[config.mk]
export PLATFORM = sky130hd
export DESIGN_NAME = cla_word_add_sequencer
export DESIGN_NICKNAME = d
export VERILOG_FILES = /design/src/rtl/cla_word_add_sequencer.sv
export SDC_FILE = /design/constraint.sdc
export NUM_CORES = 1
export LEC_CHECK = 0
export CAP_MARGIN = 20
export CORE_AREA = 2 2 146 77
export DETAILED_ROUTE_END_ITERATION = 7
export DIE_AREA = 0 0 148 79
export GPL_ROUTABILITY_DRIVEN = 0
export PLACE_DENSITY = 0.85
export SLEW_MARGIN = 20
export SYNTH_ARGS = -nofsm -noshare
export SYNTH_HDL_FRONTEND = slang
export SYNTH_SLANG_ARGS = --single-unit
[constraint.sdc]
create_clock -name clk -period 1.8 [get_ports clk]
set_input_delay 0.18 -clock clk [delete_from_list [all_inputs] [get_ports clk]]
set_output_delay 0.18 -clock clk [all_outputs]
set_load 0.01 [all_outputs]
[src/rtl/cla_word_add_sequencer.sv]
// cla_word_add_sequencer
// Steps a W-bit addition through an external 8-bit carry-lookahead adder,
// one byte per cycle starting at the least significant byte. The carry
// between bytes is kept in a register. Operands arrive on a valid/ready
// handshake, and the sum and carry-out leave on a second one.
module cla_word_add_sequencer #(
  parameter int unsigned N_BYTES = 4,
  parameter int unsigned W       = 8 * N_BYTES
) (
  input  logic         clk,
  input  logic         rst_n,
  input  logic         in_valid,
  output logic         in_ready,
  input  logic [W-1:0] in_a,
  input  logic [W-1:0] in_b,
  input  logic         in_cin,
  output logic         out_valid,
  input  logic         out_ready,
  output logic [W-1:0] out_sum,
  output logic         out_cout,
  output logic         busy,
  output logic [7:0]   adder_a,
  output logic [7:0]   adder_b,
  output logic         adder_cin,
  input  logic [7:0]   adder_s
);

  localparam int unsigned IW = (N_BYTES > 1) ? $clog2(N_BYTES) : 1;
  localparam logic [IW-1:0] LAST = IW'(N_BYTES - 1);

  typedef enum logic [1:0] {
    S_IDLE,
    S_RUN,
    S_DONE
  } state_t;

  state_t        r_state;
  state_t        w_next;
  logic [W-1:0]  r_a;
  logic [W-1:0]  r_b;
  logic [W-1:0]  r_sum;
  logic          r_carry;
  logic          r_cout;
  logic [IW-1:0] r_idx;
  logic [7:0]    w_a_byte;
  logic [7:0]    w_b_byte;
  logic          w_carry;
  logic          w_last;
  logic          w_accept;

  // Recover the carry out of bit 7 from the sign bits of the adder's
  // operands and its sum, so the shared adder needs no carry-out port.
  assign w_a_byte = r_a[8*r_idx +: 8];
  assign w_b_byte = r_b[8*r_idx +: 8];
  assign w_carry  = (w_a_byte[7] & w_b_byte[7]) |
                    ((w_a_byte[7] ^ w_b_byte[7]) & ~adder_s[7]);
  assign w_last   = (r_idx == LAST);
  assign w_accept = in_valid && (r_state == S_IDLE);

  // State register
  always_ff @(posedge clk) begin
    if (!rst_n) r_state <= S_IDLE;
    else        r_state <= w_next;
  end

  // Next-state logic
  always_comb begin
    w_next = r_state;
    case (r_state)
      S_IDLE:  if (w_accept) w_next = S_RUN;
      S_RUN:   if (w_last) w_next = S_DONE;
      S_DONE:  if (out_ready) w_next = S_IDLE;
      default: w_next = S_IDLE;
    endcase
  end

  // Handshake outputs and adder drive; the adder inputs are zero outside RUN
  always_comb begin
    in_ready  = (r_state == S_IDLE);
    out_valid = (r_state == S_DONE);
    busy      = (r_state != S_IDLE);
    adder_a   = '0;
    adder_b   = '0;
    adder_cin = 1'b0;
    if (r_state == S_RUN) begin
      adder_a   = w_a_byte;
      adder_b   = w_b_byte;
      adder_cin = r_carry;
    end
  end

  // Operand capture, byte-wise sum build-up and carry ripple
  always_ff @(posedge clk) begin
    if (!rst_n) begin
      r_a     <= '0;
      r_b     <= '0;
      r_sum   <= '0;
      r_carry <= 1'b0;
      r_cout  <= 1'b0;
      r_idx   <= '0;
    end else begin
      case (r_state)
        S_IDLE: begin
          if (w_accept) begin
            r_a     <= in_a;
            r_b     <= in_b;
            r_carry <= in_cin;
            r_idx   <= '0;
          end
        end
        S_RUN: begin
          r_sum[8*r_idx +: 8] <= adder_s;
          r_carry             <= w_carry;
          if (w_last) begin
            r_cout <= w_carry;
            r_idx  <= '0;
          end else begin
            r_idx <= r_idx + 1'b1;
          end
        end
        default: ;
      endcase
    end
  end

  assign out_sum  = r_sum;
  assign out_cout = r_cout;

endmodule

==> impl_results.md <==
- Run status: finished, violations left
- Failing checks: setup timing
- Final-layout worst hold slack: 0.376 ns
- Per-cell via count in the routed design: 5.22
- Synth warnings: 0
- Rows: 27
- Maximum buffer depth of the clock tree: 2
- Worst setup skew after layout: around 0.0064 ns
- Worst slack at placement: -0.234 ns
- Count of distinct cell types in the synthesized netlist: 37
- PnR worst setup slack: -0.0809 ns
- Filler cell count: about 900
- Half-perimeter wire length after placement: around 8.9 mm
- Total congestion overflow: 0
- Antenna diode count: 0
- Maximum ir drop on the vdd rail: 0.438 mV
- Data required time at the worst endpoint: 1.62 ns
- Setup violation total in the final timing report: 18
- Maximum number of pins on one net before global-route repair: 35
- Power density over the cells: 812 nW/um^2
- Detailed Route WL: 12.5 mm
- Area of all placed cells without fillers: 6330 um^2
- Insertion delay of the later-clocked pin in the worst-skew pair: 0.35 ns
- Num ports: 130
- Hold Path Origin: in_a[3]
- Final layout net count: 708
- Total standard cell area after synthesis: approximately 4300 um^2
- Number of global-route vias before repair: 3918
- Path length in cells of the critical path: 4
- MaxCap Viol Count: 0
- Count of vias placed by the detailed router: 4038
- Iteration-0 DRC Markers: about 240
- Cell total after placement: between 700 and 800
- Die area: around 12000 um^2
- Setup slack, reg-to-reg: -0.04 ns
- Combined global-route utilization of all metal layers: 21.1%
- Die X-Extent: 148 um
- Leading cell types by total area after synthesis: sky130_fd_sc_hd__dfxtp_1 47%, sky130_fd_sc_hd__nand2_1 14%, sky130_fd_sc_hd__a21oi_1 8.2%, sky130_fd_sc_hd__mux4_1 4.8%, sky130_fd_sc_hd__mux4_2 4.1%
- Cell family contributing the most delay on the critical path: multiplexers
- CP max stage delay: between 0.5 and 0.6 ns
- Clock-pin slew reported for the worst setup and hold paths after clock tree synthesis: 0.07 ns
- Endpoint of the most critical register-to-register path: out_cout$_SDFFE_PN0P_
- Detailed-router iteration count before antenna repair: 4
- Unrepaired setup endpoints after global routing: true
- Category of the worst setup path capture point: output port
- Period utilization: 104%
- Worst slew slack as a fraction of its limit: 76.2%
- Max-slew violation total from the final report: 0
- Core box area: 10500 um^2
- Worst Path Buf+Inv: 2
- # clock sinks: 102
- Total of flip-flops plus latches after synthesis: 102
- Non-Filler Instances: a little under 800
- Final hold violation count: 0
- CTS tree: done
- Internal power consumption: 3.79 mW
- Post-Place Cell Area: around 5900 um^2
- Maximum achievable frequency: between 500 and 600 MHz
- Die boundary height: approximately 79 um
- Post-layout minimum cycle time: 1.88 ns
- Synthesis-to-finish area growth: 45.6%
- ANT nets after route: 0
- Critical Path Slowest Stage Cell: sky130_fd_sc_hd__mux4_2
- Number of H-tree levels: 3
- Synthesized area divided by synthesized cell count: 8.93 um^2
- Min-Delay Path Class: in2reg
- Root buffer cell: sky130_fd_sc_hd__clkbuf_16
- Portion of synthesized cell area occupied by the leading cell type: between 40% and 50%
- Launching element type of the critical path: register
- Number of instances in the synthesized netlist: a little under 500
- Fraction of the yosys area taken by sequential cells: 47.0%
- Cell breakdown of the critical path: buf_12 -> mux4_2 -> and2_4 -> buf_6
- Cell taking the most area after synthesis: sky130_fd_sc_hd__dfxtp_1
- Port Buffers: 129
- WHS Path Cells: 3
- DRC Markers: 0
- CTS hold repair buffers: 0
- Portion of total power attributed to sequential cells: between 40% and 50%
- Register-to-Register Path Depth: 6
- Startpoint of the lowest-slack register-to-register path: r_idx[0]$_SDFFE_PN0P_
- Crit path DAT: 1.70 ns
- Worst setup path category: reg2out
- Combinational cell fraction of total power: 16.2%
- Total power draw: approximately 5 mW
- Inserted Clock Buffers: 9
- Hold endpoint: r_a[3]$_SDFFE_PN0P_
- Avg WL per Cell: 16.1 um
- Maximum fanout along the worst path: 6
- Slew @ Worst Pin: 0.357 ns
- Static Leakage: 2.38 nW
- Wire length of the first global-routing pass: 19.5 mm
- Switching power share of the total: 26.4%
- Initial core utilization: 41.3%
- NetSw: 1.36 mW
- Initial antenna violation count: 0
- Setup TNS: -0.906 ns
- Fraction of final layout cells with drive strength greater than 1: 18.4%
- Utilization after layout: between 60 and 70%
- Net count after synthesis: 571
- Part of the power in the clock network: between 30% and 40%
-- power groups by stage --
stage | Clock, mW | Combinational, mW | Sequential [mW]
global placement | 0 | 0.750 | 2.47
finish | 1.88 | 0.834 | 2.43
floorplan | 0 | 0.407 | 2.46
CTS | 1.92 | 0.793 | 2.42
global route | 2.00 | 0.901 | 2.44
detailed placement | 0 | 0.771 | 2.47
-- cell usage in the layout (no fill, tap or decap), types with 2 or more instances in the layout --
master	synthesis	final
sky130_fd_sc_hd__and2_4	0	13
sky130_fd_sc_hd__nand2_1	159	159
sky130_fd_sc_hd__buf_6	6	19
sky130_fd_sc_hd__nand3_1	11	11
sky130_fd_sc_hd__and2_1	18	5
sky130_fd_sc_hd__clkbuf_16	0	9
sky130_fd_sc_hd__a21oi_1	71	70
sky130_fd_sc_hd__inv_6	0	4
sky130_fd_sc_hd__dlygate4sd2_1	0	3
sky130_fd_sc_hd__nand2b_1	4	3
sky130_fd_sc_hd__buf_2	11	3
sky130_fd_sc_hd__nand4_1	3	3
sky130_fd_sc_hd__clkdlybuf4s50_1	0	109
sky130_fd_sc_hd__buf_4	7	22
sky130_fd_sc_hd__dfxtp_2	0	2
sky130_fd_sc_hd__inv_2	0	2
sky130_fd_sc_hd__and3b_1	3	3
sky130_fd_sc_hd__o21ai_1	0	6
sky130_fd_sc_hd__nor3b_4	1	2
sky130_fd_sc_hd__a32o_1	8	8
sky130_fd_sc_hd__nand3b_1	2	2
sky130_fd_sc_hd__mux4_2	8	16
sky130_fd_sc_hd__clkinvlp_4	0	2
sky130_fd_sc_hd__inv_1	6	4
sky130_fd_sc_hd__dfxtp_1	102	99
sky130_fd_sc_hd__o22ai_1	14	14
sky130_fd_sc_hd__nor2_1	2	2
sky130_fd_sc_hd__ha_1	7	4
sky130_fd_sc_hd__buf_12	0	6
sky130_fd_sc_hd__ha_4	0	2
-- flip-flops by register name (all words and copies together), names as in the netlist --
| signal | flops |
|---|---|
| r_carry | 1 |
| r_idx | 2 |
| r_a | 32 |
| r_b | 32 |
| out_cout | 1 |
| r_state | 2 |
| out_sum | 32 |
-- logic make-up (layout without fill, tap and decap cells) --
family | count (synthesis) | count (layout) | share of synthesized area [%]
buffers and inverters | 44 | 185 | 5.75
adders and majority gates | 7 | 7 | 2.01
AOI/OAI and AO/OA | 104 | 104 | 13.6
muxes | 16 | 16 | 8.98
and+or+nand+nor | 214 | 215 | 22.8
DFF | 102 | 102 | 47.0
-- Yosys cell counts --
| cell | instances |
|---|---|
| sky130_fd_sc_hd__and2_1 | 18 |
| sky130_fd_sc_hd__a32o_1 | 8 |
| sky130_fd_sc_hd__clkbuf_1 | 13 |
| sky130_fd_sc_hd__dfxtp_1 | 102 |
| sky130_fd_sc_hd__nor2b_1 | 2 |
| sky130_fd_sc_hd__nand2b_1 | 4 |
| sky130_fd_sc_hd__nand3b_4 | 1 |
| sky130_fd_sc_hd__a22oi_1 | 1 |
| sky130_fd_sc_hd__nor3b_1 | 1 |
| sky130_fd_sc_hd__ha_1 | 7 |
| sky130_fd_sc_hd__nor2_1 | 2 |
| sky130_fd_sc_hd__o311ai_0 | 1 |
| sky130_fd_sc_hd__buf_1 | 1 |
| sky130_fd_sc_hd__and3b_1 | 3 |
| sky130_fd_sc_hd__buf_4 | 7 |
| sky130_fd_sc_hd__buf_2 | 11 |
| sky130_fd_sc_hd__buf_6 | 6 |
| sky130_fd_sc_hd__nor3b_4 | 1 |
| sky130_fd_sc_hd__mux4_1 | 8 |
| sky130_fd_sc_hd__or3b_1 | 1 |
| sky130_fd_sc_hd__nand2_1 | 159 |
| sky130_fd_sc_hd__and2b_1 | 1 |
| sky130_fd_sc_hd__a31oi_1 | 1 |
| sky130_fd_sc_hd__or2_2 | 1 |
| sky130_fd_sc_hd__a21oi_1 | 71 |
| sky130_fd_sc_hd__o22ai_1 | 14 |
| sky130_fd_sc_hd__nor4_4 | 1 |
| sky130_fd_sc_hd__inv_1 | 6 |
| sky130_fd_sc_hd__nand4_1 | 3 |
| sky130_fd_sc_hd__a311oi_1 | 1 |
| sky130_fd_sc_hd__mux4_2 | 8 |
| sky130_fd_sc_hd__nand3_1 | 11 |
| sky130_fd_sc_hd__nand3b_1 | 2 |
| sky130_fd_sc_hd__nor4b_1 | 1 |
| sky130_fd_sc_hd__nand4b_1 | 1 |
| sky130_fd_sc_hd__o21ai_0 | 7 |
| sky130_fd_sc_hd__nor3b_2 | 1 |
-- layout make-up --
type,count,area [um^2],share of cell area (%)
flip-flops and latches,102,2050,32.4
clock buffers,9,225,3.56
clock inverters,7,66.3,1.05
well taps,145,181,2.87
multi-input cells,342,2140,33.9
repair buffers,163,1640,26.0
inverters,6,22.5,0.356
-- routing by layer --
| metal | track usage [%] | vias to the layer above | wire [um] |
|---|---|---|---|
| met5 | 0 | - | 0 |
| met4 | 4.86 | 0 | 98 |
| met3 | 6.84 | 11 | 1010 |
| met2 | 34.7 | 138 | 5820 |
| met1 | 27.3 | 1953 | 5550 |
| li1 | - | 1936 | - |
-- worst reg2reg max path, delay by kind of cell (launching register included) --
| kind | cells | cell delay (ns) |
|---|---|---|
| multiplexers | 1 | 0.51 |
| flip-flops | 1 | 0.42 |
| buffers and inverters | 2 | 0.29 |
| adder cells (fa/ha/maj) | 1 | 0.26 |
| AO/OA/AOI/OAI | 2 | 0.26 |
-- how the worst max path moves through the flow --
stage | start | end | slack [ns]
floorplan | r_idx[1]$_SDFFE_PN0P_ | out_sum[0]$_SDFFE_PN0P_ | 0.01
global placement | r_idx[0]$_SDFFE_PN0P_ | adder_b[5] | -0.19
detailed placement | r_idx[0]$_SDFFE_PN0P_ | adder_a[1] | -0.23
CTS | r_idx[0]$_SDFFE_PN0P_ | adder_b[4] | -0.11
global route | r_idx[0]$_SDFFE_PN0P_ | adder_b[4] | -0.13
finish | r_idx[0]$_SDFFE_PN0P_ | adder_b[3] | -0.08
-- what timing repair did --
action	4_1_cts	5_1_grt
buffers inserted	1	5
setup endpoints to repair	48	46
pin swaps	20	6
resized for setup	108	20
cloned	0	1
(Power assumes the default switching activity.)
==> RTL edit: new RTL, config.mk and constraints unchanged <==
Change the parameter `N_BYTES` from 4 to 2.
--- a/src/rtl/cla_word_add_sequencer.sv
+++ b/src/rtl/cla_word_add_sequencer.sv
@@ -5,5 +5,5 @@
 // handshake, and the sum and carry-out leave on a second one.
 module cla_word_add_sequencer #(
-  parameter int unsigned N_BYTES = 4,
+  parameter int unsigned N_BYTES = 2,
   parameter int unsigned W       = 8 * N_BYTES
 ) (
Interface: changed (resized in_a, in_b and out_sum); port bits go from 130 to 82. No check against the original RTL was run, so the function may have changed too.
==> RTL edit against the original RTL <==
  * Largest cell class is now sequential cells
  * Final area decreased by 48%
  * Clock skew decreased by 0.0034 ns
  * Wire length decreased by 48%
  * Sequential cell count decreased by 49
  * Register-to-register slack improved by 0.31 ns
  * Total power decreased by 47%
  * Area after synthesis decreased by 49%
  * First-iteration DRC count decreased by 75%
  * Synthesized cell count decreased by 43%
  * Clock power decreased by 50%
  * Setup slack improved by 0.16 ns
==> RTL edit: results (changes against the original RTL) <==
worst_skew_pair.late_latency_ns: 0.29  # -0.06 ns
cp_max_fo: 7  # +1
reg2reg_depth: 5  # -1
arrival_ns: 1.54  # -0.16 ns
via_per_inst: 4.22  # -19%
p_int_mw: 2.05  # -46%
synth_area_leaders: "dfxtp_1 (48%), nand2_1 (15%), a21oi_1 (11%)"
endpoint: "busy"
hold_ws_ns: 0.440  # +0.0639 ns
worst_pin_slew_ns: 0.451  # +0.0935 ns
cts_setup_buffers: 0  # -1
status: "finished, final reports clean"
synth.top_cells.by_count: "nand2_1 (90), dfxtp_1 (53), a21oi_1 (50)"
crit_path_start: "r_state[1]"
io_buffers: 81  # -37%
leakage_nw: 1.26  # -47%
h-tree-depth: 2  # -1
peakVddDrop_uv: 329  # -25%
nNetsFinal: 403  # -43%
slowest_stage: "clkdlybuf4s50_1"
dp_hpwl_um: 4950  # -44%
cts_made_buffers: 5  # -4
grtUsageTotal_pct: 11.5  # -9.6 points
synth_fp_nets: 323  # -43%
synth.distinct_cells: 24  # -35%
RTL edit: cell count changes after synthesis, sizes merged, moves of 9 or more:
| cell | change |
|---|---|
| mux4 | -16 |
| nand2 | -69 |
| buf | -9 |
| nor2 | +16 |
| o22ai | -14 |
| a21oi | -21 |
| nand3 | -10 |
| dfxtp | -49 |
| and2 | -18 |
| mux2i | +14 |
RTL edit: final cells by class:
class,count,area [sq um]
clock buffer,7,143
fill,1118,7220
inverter,4,15.0
multi-input combinational,199,1010
sequential,53,1060
tap,145,181
timing repair buffer,94,910
RTL edit: worst max-delay path, delay by kind of cell, from the launching register on:
kind | cells | cell delay, ns
buffers and inverters | 2 | 0.64
AND/OR/NAND/NOR | 1 | 0.30
flip-flops | 1 | 0.31
RTL edit: worst min-delay path by stage:
stage          depth (start not counted)          end
6_report                               3      r_b[11]
3_5_place_dp                           2  out_sum[14]
3_3_place_gp                           2       r_a[6]
4_1_cts                                3       r_b[5]
2_1_floorplan                          2        r_idx
5_1_grt                                3       r_b[7]
RTL edit: metrics by stage:
stage	cell area, sq um	worst slack [ns]	std cells	utilization (%)
after floorplan	2210	0.318	277	-
after global placement	3180	0.191	495	30.2
after detailed placement	3180	0.149	495	30.2
after CTS	3320	0.0584	502	31.5
after global routing	3320	0.0268	502	31.5
final	3320	0.0785	502	31.5
RTL edit: metal layers:
layer | global-route usage (%) | share of wire [%]
met4 | 3.90 | 1.0
met2 | 18.5 | 43
met1 | 14.9 | 50
met3 | 3.28 | 6.0
met5 | 0 | 0
RTL edit: cell families (layout without fill, tap and decap cells):
group,Yosys count,in the layout,synth area share (%)
and+or+nand+nor,122,122,23.7
muxes,16,16,7.36
DFF,53,53,48.0
adders and majority gates,1,1,0.566
buffers and inverters,25,105,6.56
AOI/OAI and AO/OA,60,60,13.9
RTL edit: power by group through the flow:
stage | clock, mW | combinational, mW | sequential, mW
2_1_floorplan | 0 | 0.271 | 1.31
3_3_place_gp | 0 | 0.508 | 1.31
3_5_place_dp | 0 | 0.523 | 1.31
4_1_cts | 0.994 | 0.520 | 1.29
5_1_grt | 1.04 | 0.567 | 1.29
6_report | 0.946 | 0.516 | 1.29
RTL edit: repair_timing:
item	in CTS	in global routing
endpoints found under the setup margin	18	0
gates resized for setup	23	0
hold endpoints to repair	0	0
